==> config.mk <==
export PLATFORM = sky130hd
export DESIGN_NAME = gin_tag_issuer
export DESIGN_NICKNAME = d
export VERILOG_FILES = /design/src/rtl/gin_tag_issuer.sv
export SDC_FILE = /design/constraint.sdc
export NUM_CORES = 1
export LEC_CHECK = 0
export BUFFER_PORTS_ARGS = -buffer_cell sky130_fd_sc_hd__buf_4
export CORE_UTILIZATION = 35
export DETAILED_ROUTE_END_ITERATION = 12
export GPL_ROUTABILITY_DRIVEN = 0
export HOLD_SLACK_MARGIN = 0.06
export PLACE_DENSITY = 0.58
export SYNTH_ARGS = -nofsm -noshare
export SYNTH_HDL_FRONTEND = slang
export SYNTH_SLANG_ARGS = --single-unit
==> constraint.sdc <==
create_clock -name clk -period 3.54 [get_ports clk]
set_input_delay 0.354 -clock clk [delete_from_list [all_inputs] [get_ports clk]]
set_output_delay 0.354 -clock clk [all_outputs]
set_load 0.05 [all_outputs]
==> src/rtl/gin_tag_issuer.sv <==
// Source end of the GIN tagged-multicast bus. Programs the multicast controller IDs,
// then issues tagged packets and waits for every matching destination to be ready.
module gin_tag_issuer #(
   parameter int ID_SIZE    = 5,
   parameter int DATA_WIDTH = 16,
   parameter int NUM_DEST   = 12
) (
   input  logic                         clk,
   input  logic                         rst,
   input  logic                         cfg_start,
   input  logic [NUM_DEST*ID_SIZE-1:0]  cfg_ids,
   output logic                         cfg_busy,
   output logic                         cfg_done,
   output logic [NUM_DEST-1:0]          set_id,
   output logic [ID_SIZE-1:0]           id_out,
   input  logic                         in_valid,
   output logic                         in_ready,
   input  logic [ID_SIZE-1:0]           in_tag,
   input  logic [DATA_WIDTH-1:0]        in_data,
   output logic                         bus_valid,
   output logic [ID_SIZE-1:0]           bus_tag,
   output logic [DATA_WIDTH-1:0]        bus_data,
   input  logic [NUM_DEST-1:0]          dest_ready,
   output logic [15:0]                  xfer_count,
   output logic [15:0]                  drop_count
);

   localparam int IDX_W = (NUM_DEST > 1) ? $clog2(NUM_DEST) : 1;
   localparam logic [IDX_W-1:0] LAST_IDX = IDX_W'(NUM_DEST - 1);

   typedef enum logic [1:0] {RUN, DRAIN, PROG} state_t;

   state_t             state;
   logic [IDX_W-1:0]   prog_idx;
   logic [ID_SIZE-1:0] tbl [NUM_DEST];
   logic [NUM_DEST-1:0] match;
   logic               accept;
   logic               no_match;
   logic               load;

   // A packet completes once every destination holding its tag is ready; no holder means drop.
   always_comb begin
      match = '0;
      for (int i = 0; i < NUM_DEST; i++) match[i] = (tbl[i] == bus_tag);
   end

   assign accept   = bus_valid & (&(dest_ready | ~match));
   assign no_match = ~|match;
   assign in_ready = ~rst & (state == RUN) & ~cfg_start & (~bus_valid | accept);
   assign load     = in_valid & in_ready;
   assign cfg_busy = (state != RUN);

   always_comb begin
      set_id = '0;
      id_out = '0;
      if (state == PROG) begin
         set_id = NUM_DEST'(1) << prog_idx;
         for (int i = 0; i < NUM_DEST; i++)
            if (prog_idx == IDX_W'(i)) id_out = cfg_ids[i*ID_SIZE +: ID_SIZE];
      end
   end

   always_ff @(posedge clk) begin
      if (rst) begin
         for (int i = 0; i < NUM_DEST; i++) tbl[i] <= '0;
      end else if (state == PROG) begin
         for (int i = 0; i < NUM_DEST; i++)
            if (prog_idx == IDX_W'(i)) tbl[i] <= cfg_ids[i*ID_SIZE +: ID_SIZE];
      end
   end

   always_ff @(posedge clk) begin
      if (rst) begin
         state    <= RUN;
         prog_idx <= '0;
         cfg_done <= 1'b0;
      end else begin
         cfg_done <= 1'b0;
         case (state)
            RUN: if (cfg_start) begin
               prog_idx <= '0;
               state    <= (bus_valid & ~accept) ? DRAIN : PROG;
            end
            DRAIN: if (accept) state <= PROG;
            PROG: begin
               if (prog_idx == LAST_IDX) begin
                  state    <= RUN;
                  cfg_done <= 1'b1;
               end else begin
                  prog_idx <= prog_idx + 1'b1;
               end
            end
            default: state <= RUN;
         endcase
      end
   end

   always_ff @(posedge clk) begin
      if (rst) begin
         bus_valid <= 1'b0;
         bus_tag   <= '0;
         bus_data  <= '0;
      end else if (load) begin
         bus_valid <= 1'b1;
         bus_tag   <= in_tag;
         bus_data  <= in_data;
      end else if (accept) begin
         bus_valid <= 1'b0;
      end
   end

   // Only RUN-state completions are counted; the packet drained before programming is not.
   always_ff @(posedge clk) begin
      if (rst) begin
         xfer_count <= '0;
         drop_count <= '0;
      end else if (state == RUN && accept) begin
         if (no_match) begin
            if (drop_count != 16'hFFFF) drop_count <= drop_count + 16'd1;
         end else begin
            xfer_count <= xfer_count + 16'd1;
         end
      end
   end

endmodule

# After elaboration in Yosys (flattened, before gate mapping)
# Memory sizes are Yosys's and may differ from the RTL's.
# Index checks and enable logic that the tools add are counted.
op_classes:
  addsub: 3
  multipliers: 0
  n_div: 0
  order_cmp: 0
  n_eq_ne: 30
  n_shift: 1
  n_mux: 86
  bitwise_logic: 26
  reduce_logical: 12
ops:
  columns: ["operator", "n"]
  rows:
  - ["5-bit two-way mux", 25]
  - ["5-bit equality test", 12]
  - ["1-bit two-way mux", 52]
  - ["16-bit by 1-bit adder with 16-bit output, second input constant", 2]
  - ["4-bit by 3-bit equality test with 1-bit output, second input constant", 4]
  - ["4-bit equality test, second input constant", 4]
  - ["16-bit inequality test, second input constant", 1]
  - ["1-bit bitwise OR", 13]
  - ["12-bit two-way mux", 1]
  - ["12-bit NOT", 1]
  - ["12-bit bitwise OR", 1]
  - ["12-bit AND reduction", 1]
  - ["12-bit OR reduction", 1]
  - ["1-bit by 4-bit left shift with 12-bit output, first input constant", 1]
  - ["3-bit AND reduction", 3]
  - ["4-bit by 2-bit equality test with 1-bit output, second input constant", 2]
  - ["2-bit two-way mux", 4]
  - ["4-bit two-way mux", 2]
  - ["4-bit one-hot mux with 2 select lines", 1]
  - ["1-bit AND", 6]
  - ["2-bit inequality test, second input constant", 3]
  - ["2-bit one-hot mux with 3 select lines", 1]
  - ["2-bit nonzero test", 3]
  - ["1-bit NOT", 5]
  - ["other kinds (9)", 9]
word_totals:
  register_bits: 61
  latch_bits: 0
  ramBits: 60
  rom_bits: 0
  input_bits: 97
  out_inout_bits: 74
  word_cells: 167
  n_memories: 1
mem_list:
  columns: ["name", "depth", "width", "rd", "rd_clocked_by_memory_dff", "wr", "line", "source"]
  rows:
  - ["tbl", 12, 5, 12, 0, 12, "35", "logic [ID_SIZE-1:0] tbl [NUM_DEST];"]

# Longest topological paths before layout
# Gate-level depths: netlist (run 1).
logic_depth:
  ltp_word: 14
  depth_mapped: 13
  mapped_depth_nobuf: 9

# Worst setup path before layout (run 1)
# OpenSTA, ideal clock, no wires.
synth_path:
  path_kind: "reg-to-reg"
  from: "register prog_idx[0]"
  to: "memory tbl[0][0], enable pin"
  setup_time_ns: 0.306
  arrival_time_ns: 3.130
  t_required_ns: 3.234
  setup_slack_ns: 0.104
  stages_incl_launch_ff: 7
  n_path_buf: 1
  cell_sequence: "dfxtp_1 > inv_1 > ha_1 > clkbuf_1 > clkinv_1 > nor4_1 > or2_2"
synth_rtl:
  columns: ["item", "line", "source"]
  rows:
  - ["start, declared", "34", "logic [IDX_W-1:0] prog_idx;"]
  - ["start signal, assigned", "90", "prog_idx <= prog_idx + 1'b1;"]
  - ["end, declared", "35", null]

# Worst setup path in the final report (run 1)
layout_path:
  from: "register prog_idx[0]"
  to: "output port id_out[0]"
layout_via:
  elab_chain_cells: 14
  elab_cells_between_ends: 25
  classes_between: "11 x eq/ne; 13 x mux; 1 x reduce/logical"
layout_rtl:
  columns: ["item", "line", "source"]
  rows:
  - ["4-bit logical NOT", "59", "if (prog_idx == IDX_W'(i)) id_out = cfg_ids[i*ID_SIZE +: ID_SIZE];"]
  - ["5-bit two-way mux (11 in series)", "59", null]
  - ["5-bit two-way mux *", "59", null]
  - ["5-bit two-way mux *", "56", "if (state == PROG) begin"]
  - ["end, declared", "15", "output logic [ID_SIZE-1:0] id_out,"]
# Every way passes the cells marked *; elsewhere a longest branch is shown, timed or not.

==> results of run 1 <==
sequential cells by signal, indices dropped and copies added, names as in the netlist:
register	flops
bus_tag	5
bus_data	16
bus_valid	1
cfg_done	1
tbl	60
state	2
xfer_count	16
drop_count	16
prog_idx	4
synth_stat cells, drive strengths merged, types with 7 or more instances:
cell type | instances | share of area [%]
a21oi | 36 | 2.7
a22o | 21 | 2.7
and2 | 55 | 5.1
and3 | 7 | 0.65
buf | 18 | 2.9
clkbuf | 30 | 1.7
dfxtp | 61 | 18
edfxtp | 60 | 27
ha | 8 | 1.5
inv | 9 | 0.50
mux2 | 13 | 2.2
nand2 | 61 | 3.4
nand3 | 21 | 1.7
nand4 | 15 | 1.4
nor2 | 45 | 2.5
nor2b | 35 | 3.2
nor3 | 25 | 1.9
nor4 | 8 | 0.74
o21ai | 18 | 1.3
o22ai | 10 | 0.93
o31ai | 8 | 0.89
or2 | 10 | 0.93
or4 | 9 | 1.0
xnor2 | 61 | 7.9
cell type report:
type                            instances  area [sq um]  area share (%)
Timing Repair Buffer                  186          1396           15.81
Clock buffer                           22         454.2           5.141
Multi-Input combinational cell        528          3392           38.39
Tap cell                              260         325.3           3.682
Inverter                               12         45.04          0.5098
Clock inverter                         10         197.7           2.238
Sequential cell                       121          3024           34.23
power groups by stage:
| stage | Combinational (mW) | Clock [mW] | Sequential (mW) |
|---|---|---|---|
| after floorplan | 0.336 | 0 | 1.63 |
| after global routing | 0.650 | 2.05 | 1.57 |
| after detailed placement | 0.602 | 0 | 1.59 |
| final | 0.603 | 1.96 | 1.56 |
| after global placement | 0.602 | 0 | 1.59 |
| after CTS | 0.605 | 1.99 | 1.56 |
kinds of logic after synthesis:
kind of cell / after synthesis / synth area share (%)
AND/OR/NAND/NOR: 314 / 25.14
AO/OA/AOI/OAI: 125 / 12.31
flip-flops: 121 / 44.73
XOR/XNOR: 64 / 8.295
buffers and inverters: 60 / 5.277
multiplexers: 17 / 2.759
adder cells (fa/ha/maj): 8 / 1.481
worst max-delay path, delay by kind of cell, from the launching register on:
kind            cells  cell delay, ns
fa+ha+maj           1            0.49
compound gates      4            0.88
buf+inv             3            0.73
simple gates        1            0.09
flops               1            0.35
worst max path at each step:
stage / start / endpoint / slack (ns)
final: prog_idx[0]$_SDFFE_PP0P_ / id_out[0] / 0.22
after global placement: bus_tag[3]$_SDFFE_PP0P_ / drop_count[15]$_SDFFE_PP0P_ / 0.42
after global routing: prog_idx[0]$_SDFFE_PP0P_ / id_out[4] / 0.02
after CTS: prog_idx[0]$_SDFFE_PP0P_ / id_out[3] / 0.13
after detailed placement: bus_tag[3]$_SDFFE_PP0P_ / drop_count[15]$_SDFFE_PP0P_ / 0.40
after floorplan: prog_idx[0]$_SDFFE_PP0P_ / tbl[0][0]$_SDFFCE_PN0P_ / 0.10
through the flow:
stage | hold WS, ns | total power, mW | setup WS, ns
floorplan | 0.4796 | 1.967 | 0.1040
global placement | 0.4649 | 2.194 | 0.4196
detailed placement | 0.4655 | 2.194 | 0.3951
CTS | 0.1122 | 4.161 | 0.1336
global route | 0.1256 | 4.264 | 0.01569
finish | 0.1379 | 4.123 | 0.2195
timing repair:
action                                  in CTS  in global routing
hold endpoints to repair                     0                  0
endpoints found under the setup margin       0                  4
gates resized for setup                      0                  2
routing by layer:
layer / GRT usage (%) / up-vias
met4: 7.780 / 0
met1: 25.12 / 2733
met3: 5.978 / 28
met5: 0 / -
li1: - / 2841
met2: 34.20 / 169
cell usage in the layout (no fill, tap or decap), drive strengths merged, types with 3 or more instances in the layout:
master,count
a2111oi,4
a211oi,5
a21o,3
a21oi,36
a221o,5
a22o,21
a31oi,6
and2,55
and3,7
buf,186
bufinv,6
clkbuf,22
clkinv,7
dfxtp,61
edfxtp,60
ha,8
inv,9
mux2,13
mux2i,4
nand2,61
nand2b,5
nand3,21
nand3b,6
nand4,15
nor2,45
nor2b,35
nor3,25
nor3b,4
nor4,8
o211ai,5
o21ai,18
o22ai,10
o31ai,8
or2,10
or4,9
xnor2,61
xor2,3
==> run summary, run 1 <==
result of the run: complete, no violations
Final min period: 3.321 ns
slew at the pin with the worst max-slew slack: 0.9291 ns
sequential power share: 37.9%
average detailed-routed wire length per instance: 17.57 microns
final total negative setup slack: 0 ns
Worst Setup End Kind: primary output
maximum clock path buffer count: 2
standard cell area after detailed placement: 8179 sq um
clock latency on the worst-skew pair: 0.42 ns
grt ovf: 0
Met2 Wirelength: 9.849 mm
Min-Delay Endpoint: bus_data[0]$_SDFFE_PP0P_
CTS HTree Levels: 4
Die Width: 141.0 microns
number of global-route vias before repair: 5449
pin count of the biggest net entering global routing: 91
number of setup buffers added after CTS: 0
# placed instances: 1107
portion of total power attributed to the clock network: 47.5%
count of input and output buffers: 170
timing-limited maximum frequency: 0.3012 GHz
largest stage delay on the critical path: 0.49 ns
required time of the worst setup path: 3.19 ns
fraction of registers with async set/reset: 0%
share of cells above drive strength 1: 27.65%
number of standard cells in the final layout excluding fillers: 1139
Final Hold Vio Count: 0
first drt pass iteration count: 5
Reg2Reg Capture Point: drop_count[15]$_SDFFE_PP0P_
CP Data Arrival Time: 2.97 ns
Layout area overhead: 30.74%
vias after detailed routing: 5771
crit path kind: flip-flop to primary output
setup slack on the worst flop-to-flop path: 0.47 ns
Core Footprint: 18830 sq um
CTS root buf: clkbuf_16
net count after synthesis: 814
DRC violations left: 0
critical path startpoint category: flip-flop
clk slew on worst S/H paths: 0.06 ns
DRC violation total after the first TritonRoute iteration: 321
wire length reported by the detailed router: 20.02 mm
antenna fix cells: 0
worst-path cell chain: inv_1 > ha_1 > clkinv_1 > o22ai_1 > nand2_1 > o211ai_1 > a211oi_1 > a221o_1 > buf_4
total length of routed met3 wires: 1.230 mm
Rel. slew slack: 38.06%
Tcrit/Tclk final: 93.80%
number of standard cells after synthesis: 709
Detail Placement HPWL: 14.92 mm
starting utilization of the core area: 35.89%
global-route wire length before repair: 30.48 mm
sw power: 1.023 mW
Synth warnings: 0
overall die height: 141.0 microns
setup repair after global routing missed its margin: no
Rows: 50
Post-Route M1 WL: 8.503 mm
worst r2r src: bus_tag[0]$_SDFFE_PP0P_
All-Layer GR Usage: 20.55%
portion of total power attributed to combinational logic: 14.6%
number of synthesized flops with an enable pin: 60
share of the core filled with cells in the final layout: 46.92%
critical path's slowest cell: ha_1
total CTS buffers: 17
# fillers: 1860
number of clock sinks seen by CTS: 121
share of total power consumed by net switching: 24.82%
depth of the most critical reg-to-reg path: 10
launch point of the worst hold path: in_data[0]
hold-critical path depth: 2
path type of the worst min-delay path: input port to flip-flop
number of primary I/O pins: 171
initial antenna violation count: 0
number of endpoints failing setup at the final stage: 0
leakage: 3.512 nW
total power per unit cell area: 466.7 nW/um^2
DRT antenna net count: 0
final-stage net count: 971
highest fanout seen on the critical path: 13
via count normalized by instance count: 5.067
count of final max-slew check failures: 0
cell area after synthesis: 6758 sq um
internal power consumption: 3.100 mW
maximum vdd drop: 346.1 uV
Synth Area per Inst: 9.531 sq um
sequential element share of the synthesized area: 44.73%
top_reg_cell synth: dfxtp_1
count of hold-fix buffers inserted at cts: 0
Max-cap violations: 0
final worst clock skew: 0.009895 ns
library cells used by synthesis: 52
area enclosed by the die boundary: 19870 sq um
total of flip-flops plus latches after synthesis: 121
Max Used Layer: met4
final instance area: 8835 sq um
CTS tree: done
(Power assumes the default switching activity.)
==> run 2, diff against run 1 <==
--- a/config.mk
+++ b/config.mk
@@ -9,8 +9,10 @@
 export CORE_UTILIZATION = 35
 export DETAILED_ROUTE_END_ITERATION = 12
 export GPL_ROUTABILITY_DRIVEN = 0
+export GPL_TIMING_DRIVEN = 0
 export HOLD_SLACK_MARGIN = 0.06
 export PLACE_DENSITY = 0.58
 export SYNTH_ARGS = -nofsm -noshare
 export SYNTH_HDL_FRONTEND = slang
 export SYNTH_SLANG_ARGS = --single-unit
+export TNS_END_PERCENT = 30
==> run summary, run 2 (synthesized netlist as in run 1, its figures left out) <==
result of the run: complete, no violations
count of input and output buffers: 169
number of clock sinks seen by CTS: 121
commonest cells after routing, fill and taps aside: buf_4 (173), nand2_1 (61), xnor2_1 (61), dfxtp_1 (61), edfxtp_1 (60)
average detailed-routed wire length per instance: 17.77 microns
number of endpoints failing setup at the final stage: 0
area enclosed by the die boundary: 19870 sq um
starting utilization of the core area: 35.89%
DRT antenna net count: 0
Max-cap violations: 0
launch point of the worst hold path: in_data[7]
clk slew on worst S/H paths: 0.06 ns
antenna fix cells: 0
GR met1 Demand/Resource: 26.03%
number of setup buffers added after CTS: 0
share of cells above drive strength 1: 26.92%
Min-Delay Endpoint: bus_data[7]$_SDFFE_PP0P_
overall die height: 141.0 microns
initial antenna violation count: 0
met3 Track Usage GR: 4.993%
clock latency on the worst-skew pair: 0.42 ns
via count normalized by instance count: 5.032
final instance area: 9029 sq um
depth of the most critical reg-to-reg path: 12
Rel. slew slack: 40.17%
Die Width: 141.0 microns
max reg flops: 60
DRC violations left: 0
pin count of the biggest net entering global routing: 17
setup repair after global routing missed its margin: yes
Core Footprint: 18830 sq um
highest fanout seen on the critical path: 10
timing-limited maximum frequency: 0.2912 GHz
setup slack on the worst flop-to-flop path: 0.32 ns
crit path kind: flip-flop to primary output
standard cell area after detailed placement: 8352 sq um
CTS root buf: clkbuf_16
commonest non-fill, non-tap cell in the layout: buf_4
wire length reported by the detailed router: 20.79 mm
hold-critical path depth: 2
count of hold-fix buffers inserted at cts: 0
first drt pass iteration count: 5
global-route met2 utilization: 36.92%
CTS tree: done
number of primary I/O pins: 171
required time of the worst setup path: 3.19 ns
global-route wire length before repair: 31.92 mm
vias after detailed routing: 5887
final-stage net count: 1002
maximum clock path buffer count: 2
total chip power: 4.122 mW
worst r2r src: bus_tag[2]$_SDFFE_PP0P_
Rows: 50
slew at the pin with the worst max-slew slack: 0.8850 ns
busiest layer in global routing: met2
total power per unit cell area: 456.5 nW/um^2
total CTS buffers: 17
leakage: 3.578 nW
Final min period: 3.434 ns
critical path startpoint category: flip-flop
CTS HTree Levels: 4
DRC violation total after the first TritonRoute iteration: 312
largest register by flop count: tbl
maximum vdd drop: 346.4 uV
Worst Setup End Kind: primary output
Final Hold Vio Count: 0
pre-CTS setup slack: 0.1715 ns
grt ovf: 0
Reg2Reg Capture Point: bus_data[14]$_SDFFE_PP0P_
Detail Placement HPWL: 16.08 mm
setup ws final: 0.1055 ns
CP Data Arrival Time: 3.08 ns
All-Layer GR Usage: 21.53%
number of global-route vias before repair: 5697
Resized cells post-CTS: 2
path type of the worst min-delay path: input port to flip-flop
final worst clock skew: 0.006956 ns
# fillers: 1849
Layout area overhead: 33.60%
Tcrit/Tclk final: 97.02%
count of final max-slew check failures: 0
==> run 2: changes by cell type in the layout (fill, tap and decap cells not counted), moves of 2 or more <==
cell,previous run,this run
clkbuf_1,4,31
buf_4,186,173
buf_12,0,6
buf_2,0,4
buf_1,0,3
clkbuf_2,0,3
buf_6,0,2
clkinv_1,5,3
==> run 2: worst max path at each step <==
stage                                        start                      end  slack, ns  cells after the start
after floorplan           prog_idx[0]$_SDFFE_PP0P_  tbl[0][0]$_SDFFCE_PN0P_       0.10                      6
after global placement     bus_tag[2]$_SDFFE_PP0P_  bus_tag[0]$_SDFFE_PP0P_       0.16                     12
after detailed placement   bus_tag[2]$_SDFFE_PP0P_  bus_tag[4]$_SDFFE_PP0P_       0.17                     12
after CTS                 prog_idx[0]$_SDFFE_PP0P_                id_out[2]      0.005                      8
after global routing       bus_tag[4]$_SDFFE_PP0P_                 in_ready      -0.05                     10
final                     prog_idx[0]$_SDFFE_PP0P_                id_out[1]       0.11                      9
==> run 2: layout make-up <==
class,instances,area [sq um],area share (%)
Sequential cell,121,3023,33.48
Buffer,48,316.6,3.506
Timing Repair Buffer,169,1269,14.05
Clock inverter,7,160.2,1.774
Multi-Input combinational cell,528,3393,37.58
Tap cell,260,325.3,3.603
Clock buffer,25,496.7,5.502
Inverter,12,45.04,0.4989
==> run 2: worst max-delay path: stages (launching register included) <==
cell and delay [ns]:
dfxtp_1 0.42, ha_1 0.27, buf_1 0.41, clkbuf_2 0.36
nand2_1 0.11, o21ai_0 0.13, o21ai_0 0.20, a211oi_1 0.40
a221o_1 0.17, buf_4 0.20
==> run 2: layer usage <==
metal,vias to the layer above,wire length (microns)
li1,2909,-
met1,2761,8884
met2,191,10250
met3,26,1186
met4,0,468
met5,-,0
==> run 2: where the power goes <==
| part | switching (mW) | internal (mW) | total (mW) |
|---|---|---|---|
| sequential | 0.0296 | 1.52 | 1.55 |
| combinational | 0.379 | 0.259 | 0.638 |
| clock | 0.603 | 1.33 | 1.93 |
| total | 1.01 | 3.11 | 4.12 |
==> run 2: metrics by stage <==
stage | setup TNS (ns) | cells | hold WS (ns) | utilization, %
5_1_grt | -0.05193 | 1170 | 0.1262 | 47.95
2_1_floorplan | 0 | 709 | 0.4796 | -
6_report | 0 | 1170 | 0.1451 | 47.95
3_5_place_dp | 0 | 1138 | 0.4655 | 44.35
3_3_place_gp | 0 | 1138 | 0.4643 | 44.35
4_1_cts | 0 | 1170 | 0.1290 | 47.85
==> run 3, diff against run 2 <==
--- a/config.mk
+++ b/config.mk
@@ -12,6 +12,7 @@
 export GPL_TIMING_DRIVEN = 0
 export HOLD_SLACK_MARGIN = 0.06
 export PLACE_DENSITY = 0.58
+export REMOVE_ABC_BUFFERS = 1
 export SYNTH_ARGS = -nofsm -noshare
 export SYNTH_HDL_FRONTEND = slang
 export SYNTH_SLANG_ARGS = --single-unit
==> constraint.sdc (replaced) <==
create_clock -name clk -period 3.8 [get_ports clk]
set_input_delay 0.38 -clock clk [delete_from_list [all_inputs] [get_ports clk]]
set_output_delay 0.38 -clock clk [all_outputs]
set_load 0.05 [all_outputs]
==> run summary, run 3 (synthesized netlist as in run 1, its figures left out) <==
result of the run: complete, no violations
share of the core filled with cells in the final layout: 46.56%
starting utilization of the core area: 35.89%
launch point of the worst hold path: in_data[4]
standard cell area after detailed placement: 8085 sq um
CTS tree: done
required time of the worst setup path: 3.42 ns
area enclosed by the die boundary: 19870 sq um
pre-CTS setup slack: -0.2252 ns
number of global-route vias before repair: 5254
depth of the most critical reg-to-reg path: 8
DRC violation total after the first TritonRoute iteration: 371
final total negative setup slack: 0 ns
setup ws final: 0.2406 ns
antenna fix cells: 0
highest fanout seen on the critical path: 20
initial antenna violation count: 0
worst r2r src: bus_tag[0]$_SDFFE_PP0P_
wire length reported by the detailed router: 19.24 mm
final worst clock skew: 0.01154 ns
setup slack on the worst flop-to-flop path: 0.33 ns
DRT antenna net count: 0
maximum clock path buffer count: 2
max reg flops: 60
All-Layer GR Usage: 19.85%
critical path startpoint category: flip-flop
Critical Path Source: state[0]$_SDFFE_PP0P_
commonest non-fill, non-tap cell in the layout: buf_4
count of input and output buffers: 170
number of standard cells in the final layout excluding fillers: 1125
final-stage net count: 957
Reg2Reg Capture Point: drop_count[15]$_SDFFE_PP0P_
Worst Setup End Kind: primary output
Detail Placement HPWL: 14.11 mm
endpoint of the worst setup timing path: id_out[4]
# fillers: 1814
final instance area: 8767 sq um
average detailed-routed wire length per instance: 17.11 microns
Rel. slew slack: 26.19%
setup repair after global routing missed its margin: no
via count normalized by instance count: 5.027
Tcrit/Tclk final: 93.67%
clk slew on worst S/H paths: 0.06 ns
total CTS buffers: 17
vias after detailed routing: 5655
leakage: 3.449 nW
first drt pass iteration count: 5
largest register by flop count: tbl
number of endpoints failing setup at the final stage: 0
overall die height: 141.0 microns
crit path kind: flip-flop to primary output
maximum vdd drop: 368.5 uV
Core Footprint: 18830 sq um
Final min period: 3.559 ns
Rows: 50
timing-limited maximum frequency: 0.2809 GHz
DRC violations left: 0
total power per unit cell area: 433.5 nW/um^2
CTS HTree Levels: 4
Max-cap violations: 0
count of hold-fix buffers inserted at cts: 0
global-route wire length before repair: 29.46 mm
count of final max-slew check failures: 0
Layout area overhead: 29.74%
commonest cells after routing, fill and taps aside: buf_4 (170), nand2_1 (61), xnor2_1 (61), edfxtp_1 (60), dfxtp_1 (56)
pin count of the biggest net entering global routing: 91
path type of the worst min-delay path: input port to flip-flop
number of setup buffers added after CTS: 0
number of clock sinks seen by CTS: 121
Die Width: 141.0 microns
CP Data Arrival Time: 3.18 ns
Final Hold Vio Count: 0
clock latency on the worst-skew pair: 0.42 ns
# placed instances: 1093
grt ovf: 0
number of primary I/O pins: 171
CTS root buf: clkbuf_16
share of cells above drive strength 1: 27.75%
slew at the pin with the worst max-slew slack: 1.107 ns
==> run 3: changes by cell type in the layout (fill, tap and decap cells not counted), moves of 4 or more <==
cell      previous run  this run
clkbuf_1            31         1
buf_12               6         0
clkinv_4             0         5
dfxtp_1             61        56
dfxtp_2              0         5
buf_2                4         0
==> run 3: what timing repair did <==
action / CTS / global route
setup endpoints to repair: 22 / 5
pin swaps: 0 / 0
resized for setup: 6 / 2
cloned: 0 / 0
==> run 3: area by class of cell <==
| cell class | count | area [sq um] | area share [%] |
|---|---|---|---|
| Multi-Input combinational cell | 528 | 3396 | 38.73 |
| Tap cell | 260 | 325.3 | 3.711 |
| Clock inverter | 10 | 151.4 | 1.727 |
| Clock buffer | 22 | 518.0 | 5.908 |
| Timing Repair Buffer | 172 | 1303 | 14.86 |
| Sequential cell | 121 | 3029 | 34.55 |
| Inverter | 12 | 45.04 | 0.5138 |
==> run 3: report_power, final <==
part | internal (mW) | total, mW | switching [mW] | leakage [nW]
combinational | 0.219 | 0.540 | 0.320 | 2.01
sequential | 1.42 | 1.47 | 0.0505 | 1.11
clock | 1.18 | 1.79 | 0.613 | 0.327
total | 2.82 | 3.80 | 0.984 | 3.45
==> run 3: stage by stage <==
| step | hold WS (ns) | total power [mW] |
|---|---|---|
| after floorplan | 0.4491 | 1.792 |
| after global placement | 0.4642 | 2.030 |
| after detailed placement | 0.4653 | 2.037 |
| after CTS | 0.1627 | 3.835 |
| after global routing | 0.1655 | 3.929 |
| final | 0.1744 | 3.800 |
==> run 3: worst max-delay path, cell delays in order (launching register included) <==
cell and delay (ns):
dfxtp_1 0.36, nand2b_1 0.57, a21oi_2 0.43, a21boi_0 0.48, o211ai_1 0.19, a211oi_1 0.33, a221o_1 0.20, buf_4 0.21
==> run 3: per-layer routing <==
layer / vias up / part of all wire, % / track usage [%] / wire length, microns
met2: 184 / 46 / 31.45 / 8913
met3: 23 / 5.9 / 3.940 / 1129
met1: 2623 / 46 / 26.88 / 8889
li1: 2825 / - / - / -
met5: - / 0 / 0 / 0
met4: 0 / 1.6 / 7.037 / 311
==> run 3: worst min-delay path by stage <==
stage                                 to  cells past startpoint
6_report        bus_data[4]$_SDFFE_PP0P_                      2
5_1_grt          bus_tag[3]$_SDFFE_PP0P_                      2
4_1_cts        bus_data[14]$_SDFFE_PP0P_                      2
3_5_place_dp   bus_data[13]$_SDFFE_PP0P_                      1
3_3_place_gp   bus_data[11]$_SDFFE_PP0P_                      1
2_1_floorplan     bus_valid$_SDFFE_PP0P_                      1
